===== src/rtl/calc_arbiter.sv =====
// rtl/calc_arbiter.sv - two-requester arbiter/sequencer for one shared calculadora datapath
// Define CALC_ARB_FIXED_PRIO_EN for fixed priority (requester 0 wins ties); default is round-robin.
module calc_arbiter #(
  parameter int CALC_LAT = 1
) (
  input  logic       clk,
  input  logic       rst,
  input  logic       req0,
  input  logic       req1,
  input  logic [3:0] a0,
  input  logic [3:0] a1,
  input  logic [3:0] b0,
  input  logic [3:0] b1,
  input  logic [1:0] modo0,
  input  logic [1:0] modo1,
  output logic       gnt0,
  output logic       gnt1,
  output logic       done0,
  output logic       done1,
  output logic [3:0] res,
  output logic       busy,
  output logic [3:0] calc_a,
  output logic [3:0] calc_b,
  output logic [1:0] calc_modo,
  input  logic [3:0] calc_c
);

  localparam logic [1:0] IDLE  = 2'd0;
  localparam logic [1:0] ISSUE = 2'd1;
  localparam logic [1:0] WAIT  = 2'd2;
  localparam logic [1:0] DONE  = 2'd3;
  localparam int CW = $clog2(CALC_LAT + 1);

  logic [1:0]    state;
  logic [CW-1:0] cnt;
  logic          owner;
  logic          pick1;

`ifdef CALC_ARB_FIXED_PRIO_EN
  assign pick1 = req1 & ~req0;
`else
  // last holds the previous winner's ID; on a tie the other requester is chosen
  logic last;
  assign pick1 = req1 & (~req0 | ~last);

  always_ff @(posedge clk or negedge rst) begin
    if (!rst) begin
      last <= 1'b1;
    end else if (state == IDLE && (req0 | req1)) begin
      last <= pick1;
    end
  end
`endif

  always_ff @(posedge clk or negedge rst) begin
    if (!rst) begin
      state     <= IDLE;
      cnt       <= '0;
      owner     <= 1'b0;
      gnt0      <= 1'b0;
      gnt1      <= 1'b0;
      done0     <= 1'b0;
      done1     <= 1'b0;
      res       <= 4'd0;
      busy      <= 1'b0;
      calc_a    <= 4'd0;
      calc_b    <= 4'd0;
      calc_modo <= 2'd0;
    end else begin
      gnt0  <= 1'b0;
      gnt1  <= 1'b0;
      done0 <= 1'b0;
      done1 <= 1'b0;
      case (state)
        IDLE: begin
          if (req0 | req1) begin
            owner     <= pick1;
            calc_a    <= pick1 ? a1 : a0;
            calc_b    <= pick1 ? b1 : b0;
            calc_modo <= pick1 ? modo1 : modo0;
            gnt0      <= ~pick1;
            gnt1      <= pick1;
            busy      <= 1'b1;
            state     <= ISSUE;
          end
        end
        ISSUE: begin
          cnt   <= CW'(CALC_LAT);
          state <= WAIT;
        end
        WAIT: begin
          cnt <= cnt - 1'b1;
          // calc_c is valid by the final wait cycle; capture it on the way out
          if (cnt == CW'(1)) begin
            res   <= calc_c;
            done0 <= ~owner;
            done1 <= owner;
            state <= DONE;
          end
        end
        DONE: begin
          busy  <= 1'b0;
          state <= IDLE;
        end
        default: state <= IDLE;
      endcase
    end
  end

endmodule


===== config.mk =====
export PLATFORM = sky130hd
export DESIGN_NAME = calc_arbiter
export DESIGN_NICKNAME = d
export VERILOG_FILES = /design/src/rtl/calc_arbiter.sv
export SDC_FILE = /design/constraint.sdc
export NUM_CORES = 1
export LEC_CHECK = 0
export CORE_MARGIN = 4
export CORE_UTILIZATION = 43
export CTS_CLUSTER_SIZE = 14
export DETAILED_ROUTE_END_ITERATION = 16
export PLACE_DENSITY = 0.82
export SYNTH_ARGS = -nofsm -noshare
export SYNTH_HDL_FRONTEND = slang
export SYNTH_SLANG_ARGS = --single-unit

===== constraint.sdc =====
create_clock -name clk -period 4.25 [get_ports clk]
set_input_delay 0.6375 -clock clk [delete_from_list [all_inputs] [get_ports clk]]
set_output_delay 0.6375 -clock clk [all_outputs]
set_load 0.02 [all_outputs]

# --- Word-level counts from Yosys, hierarchy flattened ---
# Index checks and enable logic that the tools add are counted.
word_totals:
  output_inout_bits: 19
  mem_bits_ro: 0
  mem_bits_rw: 0
  reg_bits: 24
  latchBits: 0
  inputBits: 28
  mem_count: 0
  elab_cells: 51
classes:
  mux: 17
  mul: 0
  div_mod_pow: 0
  n_lt_le_gt_ge: 0
  n_eq_ne: 5
  n_bitwise: 7
  n_reduce_logical: 8
  n_shift: 0
  addsub: 1
ops:
  columns: ["operator", "count"]
  rows:
  - ["$mux 1", 9]
  - ["$mux 4", 2]
  - ["$pmux 2 s4", 1]
  - ["$reduce_and 2->1", 4]
  - ["$mux 2", 3]
  - ["$eq 2x2->1 const B", 2]
  - ["$not 1->1", 4]
  - ["$pmux 1 s2", 2]
  - ["$reduce_bool 2->1", 2]
  - ["$eq 2x1->1 const B", 1]
  - ["$logic_not 2->1", 1]
  - ["$ne 2x1->1 const B", 1]
  - ["$ne 2x2->1 const B", 1]
  - ["$or 1x1->1", 2]
  - ["$and 1x1->1", 1]
  - ["$logic_and 1x1->1", 1]
  - ["$sub 1x1->1 const B", 1]

# --- Logic depth before layout (Yosys ltp) ---
# Gate-level depths: netlist of the first run.
depth:
  word_depth: 6
  depth_mapped: 6
  mapped_depth_nobuf: 5

# --- Least setup slack after synthesis of the first run ---
# No wires, ideal clock.
synth_path:
  path_kind: "register to register"
  from: "register state[0]"
  to: "register state[1]"
  setup_time_ns: 0.125
  setup_slack_ns: 2.820
  t_required_ns: 4.125
  path_stages_with_launch: 6
  synth_period_minus_slack_ns: 1.430
  n_path_buf: 0
  arrival_time_ns: 1.305
  path_cell_list: "dfrtp_1 inv_1 ha_1 nor3b_2 a21oi_1 mux2_2"
synth_between:
  elab_chain_cells: 3
  elab_cells_between_ends: 8
  classes_between: "eq/ne (5); mux (1); reduce/logical (2)"
synth_lines:
  columns: ["element", "line", "text"]
  rows:
  - ["start: declaration", "34", "logic [1:0] state;"]
  - ["start signal: assignment", "57", "state <= IDLE;"]
  - ["start signal: assignment", "84", "state <= ISSUE;"]
  - ["start signal: assignment", "89", "state <= WAIT;"]
  - ["$eq 2x2->1 / $logic_not 2->1 (equally long branches)", "74", "case (state)"]
  - ["$ne 2x2->1 (no line) / $ne 2x1->1 (equally long branches)", null, null]
  - ["$reduce_and 2->1 (no line)", null, null]
# Several ways; a longest one is shown, not always the timed one.
# A chain may end at the register's enable or synchronous reset.

# --- Worst setup path in the final report of the first run ---
layout_path:
  from: "register calc_b[0]"
  to: "output port calc_b[0]"
layout_lines:
  columns: ["element", "line", "text"]
  rows:
  - ["start: declaration", "23", "output logic [3:0] calc_b,"]
  - ["start signal: assignment", "79", "calc_b <= pick1 ? b1 : b0;"]
# No word-level cell between the ends.

==> reports/qor.yml, run 1 <==
run_status:
  status: "completed"
final_layout:
  syn_to_final_growth_pct: 49.40
  final_common_cell: "clkdlybuf4s50_1"
  utilization_pct: 69.15
  final_area_sq_mm: 0.001559
  fin_cells: 161
  final_cell_mix: "clkdlybuf4s50_1, dfrtp_1, a21oi_1"
  drive_above_1_share_pct: 10.53
  final_net_count: 166
  antennaDiodeCount: 0
place:
  hpwl_mm: 1.900
  io_buffer_count: 46
  dp.cells: 157
  gp_congestion: 0.7904
  dpl_cell_area_sq_mm: 0.001523
cts:
  holdBufCountCts: 0
  clkTransAtPathRegs_ns: 0.12
  insertion_delay_ns: 0.31
  cts_tree: "built"
  h-tree-depth: 1
  cts_buffers: 3
  root_buffer: "clkbuf_4"
  cts.repair_timing.setup_buffer_count: 0
  cts_buffer_depth: 2
  ctsResizeCount: 0
  cts.sinks: 24
power:
  power.static_leakage_uw: 0.0006844
  ir_drop_uv: 384.5
  powerDensity_mw_per_mm2: 693.9
worst_setup_path:
  crit_chain: "clkdlybuf4s50_1"
  cpMaxStageDelayCell: "clkdlybuf4s50_1"
  slowest_delay_ns: 0.61
  r2r-end: "state[1]$_DFFE_PN0P_"
  cp.arrival_ns: 1.30
  path_max_fanout: 2
  startpoint_type: "flip-flop"
  crit_buf_inv: 1
  cp-endpoint: "calc_b[0]"
  required_ns: 3.61
  reg2regPathDepth: 5
  cpLargestDelayFamily: "buffers and inverters"
  r2r-start: "state[0]$_DFFE_PN0P_"
  startpoint: "calc_b[0]$_DFFE_PN0P_"
  crit_path_end_kind: "output pin"
  cp_num_cells: 1
  reg2reg_slack_ns: 2.67
  crit_type: "reg -> out"
timing:
  tns_ns: 0
  setup_viol: 0
  finalCritPeriodShare_pct: 45.48
  skew_ns: 0.001762
  worst_slew_pin_slew_ns: 1.018
  relSlewSlack_pct: 31.93
  hold_viol_final: 0
  fmax_mhz: 517.4
  hold_ws_ns: 0.4633
  slew_viol_final: 0
  rsz0062_at_grt: "false"
  period_needed_ns: 1.933
die:
  ios: 47
  row_count: 17
  dieArea_sq_mm: 0.003279
  die_h_microns: 57.26
  die_w_microns: 57.26
  core_sq_mm: 0.002255
  initial_core_util_pct: 46.28
drt:
  drc: 0
  wl_mm: 2.358
  top_layer_used: "met4"
  ant_nets: 0
  via_per_inst: 5.118
  met2RoutedLength_mm: 1.126
  wl_met3_microns: 287
  vias: 824
  wl_per_cell_microns: 14.65
  met1_length_microns: 926
  drt_first_pass_iters: 3
  drt-initial-drc-count: 3
global_routing:
  antenna_found_initial: 0
  grt_pass1_wl_mm: 3.857
  grt_overflow: 0
  grt_usage_pct: 15.14
  grt_pass1_vias: 873
  grt_max_degree: 25
synth:
  synth.avg_cell_area_sq_um: 12.28
  synth_top_area_share_pct: 55.16
  synth_top_area_cell: "dfrtp_1"
  synth_area_leaders: "dfrtp_1, mux2i_1, mux2_2"
  synthCells: 85
  netlist_area_sq_mm: 0.001044
  seq_area_frac_synth_pct: 57.67
  ys_warn_count: 0
  synth-seq-cells: 24
  synth_nets: 117
  yosys.cell_types.count: 22
flow_run:
  max_cap_viol_count: 0
min_path:
  hold_path_depth: 1
  hold_class: "reg -> reg"
-- routing by layer --
layer | global-route usage (%) | vias up
met4 | 4.967 | 0
met5 | 0 | -
met1 | 16.71 | 391
met3 | 6.109 | 2
met2 | 26.43 | 37
li1 | - | 394
-- worst register-to-register path, stage by stage (launching register included) --
cell	delay, ns
dfrtp_1	0.40
inv_1	0.09
ha_1	0.25
nor3b_2	0.19
a21oi_1	0.20
mux2_2	0.36
-- where the power goes --
part	internal (uW)	leakage, uW	total [uW]	switching, uW
combinational	291	0.000380	567	276
clock	52.3	0.0000210	118	65.4
sequential	339	0.000283	397	58.3
-- Yosys cell counts (all sizes together) --
library cell and n:
dfrtp 23, a21oi 10, nor2 8, mux2i 7
mux2 6, inv 5, ha 4, nand2 4
a221o 3, and2 3, buf 2, o21ai 2
a21boi 1, a21o 1, and3 1, dfstp 1
nor3b 1, o21a 1, o22a 1, o32a 1
-- cells by family (layout without fill, tap and decap cells) --
| family | count (synthesis) | after routing | share of synthesized area [%] |
|---|---|---|---|
| muxes | 13 | 13 | 13.19 |
| and+or+nand+nor | 17 | 17 | 7.914 |
| DFF | 24 | 24 | 57.67 |
| AOI/OAI and AO/OA | 20 | 20 | 13.07 |
| buffers and inverters | 7 | 55 | 3.357 |
| adders and majority gates | 4 | 4 | 4.796 |
-- layout make-up --
| class | count | area, sq um |
|---|---|---|
| fillers | 186 | 695.7 |
| flip-flops and latches | 24 | 601.8 |
| repair buffers | 46 | 460.4 |
| multi-input cells | 54 | 406.6 |
| clock buffers | 4 | 36.28 |
| well taps | 28 | 35.03 |
| inverters | 5 | 18.77 |
-- worst min-delay path by stage --
stage / from / to / slack (ns)
after global routing: owner$_DFFE_PN0P_ / done0$_DFF_PN0_ / 0.50
final: owner$_DFFE_PN0P_ / done0$_DFF_PN0_ / 0.46
after global placement: owner$_DFFE_PN0P_ / done0$_DFF_PN0_ / 0.44
after CTS: owner$_DFFE_PN0P_ / done0$_DFF_PN0_ / 0.46
after detailed placement: owner$_DFFE_PN0P_ / done0$_DFF_PN0_ / 0.45
after floorplan: rst / busy$_DFFE_PN0P_ / 0.34
-- through the flow --
step | power [uW] | setup slack, ns
CTS | 1097 | 2.299
finish | 1082 | 2.317
detailed placement | 978.2 | 1.995
floorplan | 726.8 | 2.820
global placement | 951.7 | 2.094
global route | 1157 | 2.263
-- sequential cells by signal, summed over array words and instances (netlist names) --
name	cells
busy	1
calc_a	4
calc_b	4
calc_modo	2
cnt	1
done0	1
done1	1
gnt0	1
gnt1	1
last	1
owner	1
res	4
state	2
(Power assumes the default switching activity.)
==> run 2, diff against run 1 <==
- CORE_UTILIZATION: 43 -> 40
- PLACE_DENSITY: 0.82 -> 0.77
- clock period: 4.25 -> 1.9 ns (I/O delays scaled with it)
==> reports/qor.yml, run 2 (synthesis results as in run 1) <==
run_status:
  status: "completed"
cts:
  cts.sinks: 24
  holdBufCountCts: 0
  cts_buffer_depth: 2
  clkTransAtPathRegs_ns: 0.12
  cts_buffers: 3
  insertion_delay_ns: 0.31
  ctsResizeCount: 0
  root_buffer: "clkbuf_4"
  h-tree-depth: 1
  cts.repair_timing.setup_buffer_count: 0
  cts_tree: "built"
timing:
  relSlewSlack_pct: 70.50
  hold_ws_ns: 0.3079
  rsz0062_at_grt: "false"
  finalCritPeriodShare_pct: 83.25
  setup_ws_ns: 0.3182
  period_needed_ns: 1.582
  slew_viol_final: 0
  fmax_mhz: 632.2
  skew_ns: 0.005231
  hold_viol_final: 0
  tns_ns: 0
  setup_viol: 0
  worst_slew_pin_slew_ns: 0.4425
die:
  initial_core_util_pct: 42.12
  die_h_microns: 59.08
  core_sq_mm: 0.002477
  ios: 47
  dieArea_sq_mm: 0.003490
  row_count: 18
  die_w_microns: 59.08
flow_run:
  max_cap_viol_count: 0
final_layout:
  drive_above_1_share_pct: 11.85
  final_common_cell: "clkdlybuf4s50_1"
  syn_to_final_growth_pct: 51.08
  final_net_count: 168
  antennaDiodeCount: 0
  final_cell_mix: "clkdlybuf4s50_1, dfrtp_1, a21oi_1"
  fillCellCount: 220
  top_regs: "calc_a (4), calc_b (4), res (4)"
power:
  intPower_uw: 1531
  combPwrFrac_pct: 52.3
  p_switching_uw: 891.5
  switching_share_pct: 36.80
  ir_drop_uv: 959.5
  powerDensity_mw_per_mm2: 1537
  p_clk_share_pct: 10.7
  p_seq_share_pct: 37.0
  power.static_leakage_uw: 0.0006941
worst_setup_path:
  crit_path_end_kind: "output pin"
  crit_buf_inv: 1
  cpMaxStageDelayCell: "clkdlybuf4s50_1"
  required_ns: 1.62
  startpoint_type: "flip-flop"
  cp.arrival_ns: 1.30
  crit_chain: "clkdlybuf4s50_1"
  path_max_fanout: 2
  slowest_delay_ns: 0.62
  cpLargestDelayFamily: "buffers and inverters"
  crit_type: "reg -> out"
  reg2reg_slack_ns: 0.33
drt:
  drt-initial-drc-count: 15
  ant_nets: 0
  drc: 0
  wl_mm: 2.434
  wl_per_cell_microns: 14.75
  vias: 828
  drt_first_pass_iters: 4
  via_per_inst: 5.018
place:
  hpwl_mm: 1.974
  post-place-ws_ns: 0.1581
  gp_congestion: 0.7086
  io_buffer_count: 46
global_routing:
  antenna_found_initial: 0
  grt_pass1_wl_mm: 3.808
  grt_pass1_vias: 853
  grt_usage_pct: 14.59
  grt_max_degree: 25
  grt_overflow: 0
min_path:
  hold_class: "in -> async"
==> run 2: changes by cell type in the layout (fill, tap and decap cells not counted) <==
cell | before | now
buf_4 | 0 | 2
==> run 2: metrics by stage <==
step | instances | power, uW | instance area (sq um) | util [%]
after detailed placement | 161 | 2186 | 1540 | 62.17
after global routing | 165 | 2600 | 1577 | 63.64
after CTS | 165 | 2450 | 1577 | 63.64
final | 165 | 2422 | 1577 | 63.64
after global placement | 161 | 2134 | 1540 | 62.17
after floorplan | 85 | 1626 | 1044 | -
==> run 2: final timing paths <==
| path | cells past startpoint | startpoint | endpoint |
|---|---|---|---|
| setup reg to reg | 5 | state[0]$_DFFE_PN0P_ | state[1]$_DFFE_PN0P_ |
| min in group clk | 1 | owner$_DFFE_PN0P_ | done0$_DFF_PN0_ |
| hold reg to reg | 1 | owner$_DFFE_PN0P_ | done0$_DFF_PN0_ |
| hold / removal | 2 | rst | done0$_DFF_PN0_ |
| setup / recovery | 1 | res[1]$_DFFE_PN0P_ | res[1] |
| max in group asynchronous | 2 | rst | last$_DFFE_PN1P_ |
==> run 2: layer usage <==
metal | share of wire (%) | global-route usage, % | vias to the layer above
li1 | - | - | 399
met5 | 0 | 0 | -
met4 | 1.4 | 4.854 | 0
met1 | 38 | 15.97 | 389
met3 | 10 | 4.793 | 4
met2 | 50 | 26.34 | 36
==> run 2: area by class of cell <==
type                    count  area [sq um]  share of cell area, %
multi-input cells          54         406.6                  25.79
repair buffers             48         475.5                  30.16
well taps                  30         37.54                  2.381
clock buffers               4         36.28                  2.302
inverters                   5         18.77                  1.190
flip-flops and latches     24         601.8                  38.17
==> run 2: power by group through the flow <==
stage               sequential, uW  clock, uW  combinational [uW]
floorplan                     1120          0                 509
global placement               894          0                1240
detailed placement             905          0                1280
CTS                            897        268                1280
global route                   929        295                1380
finish                         895        260                1270
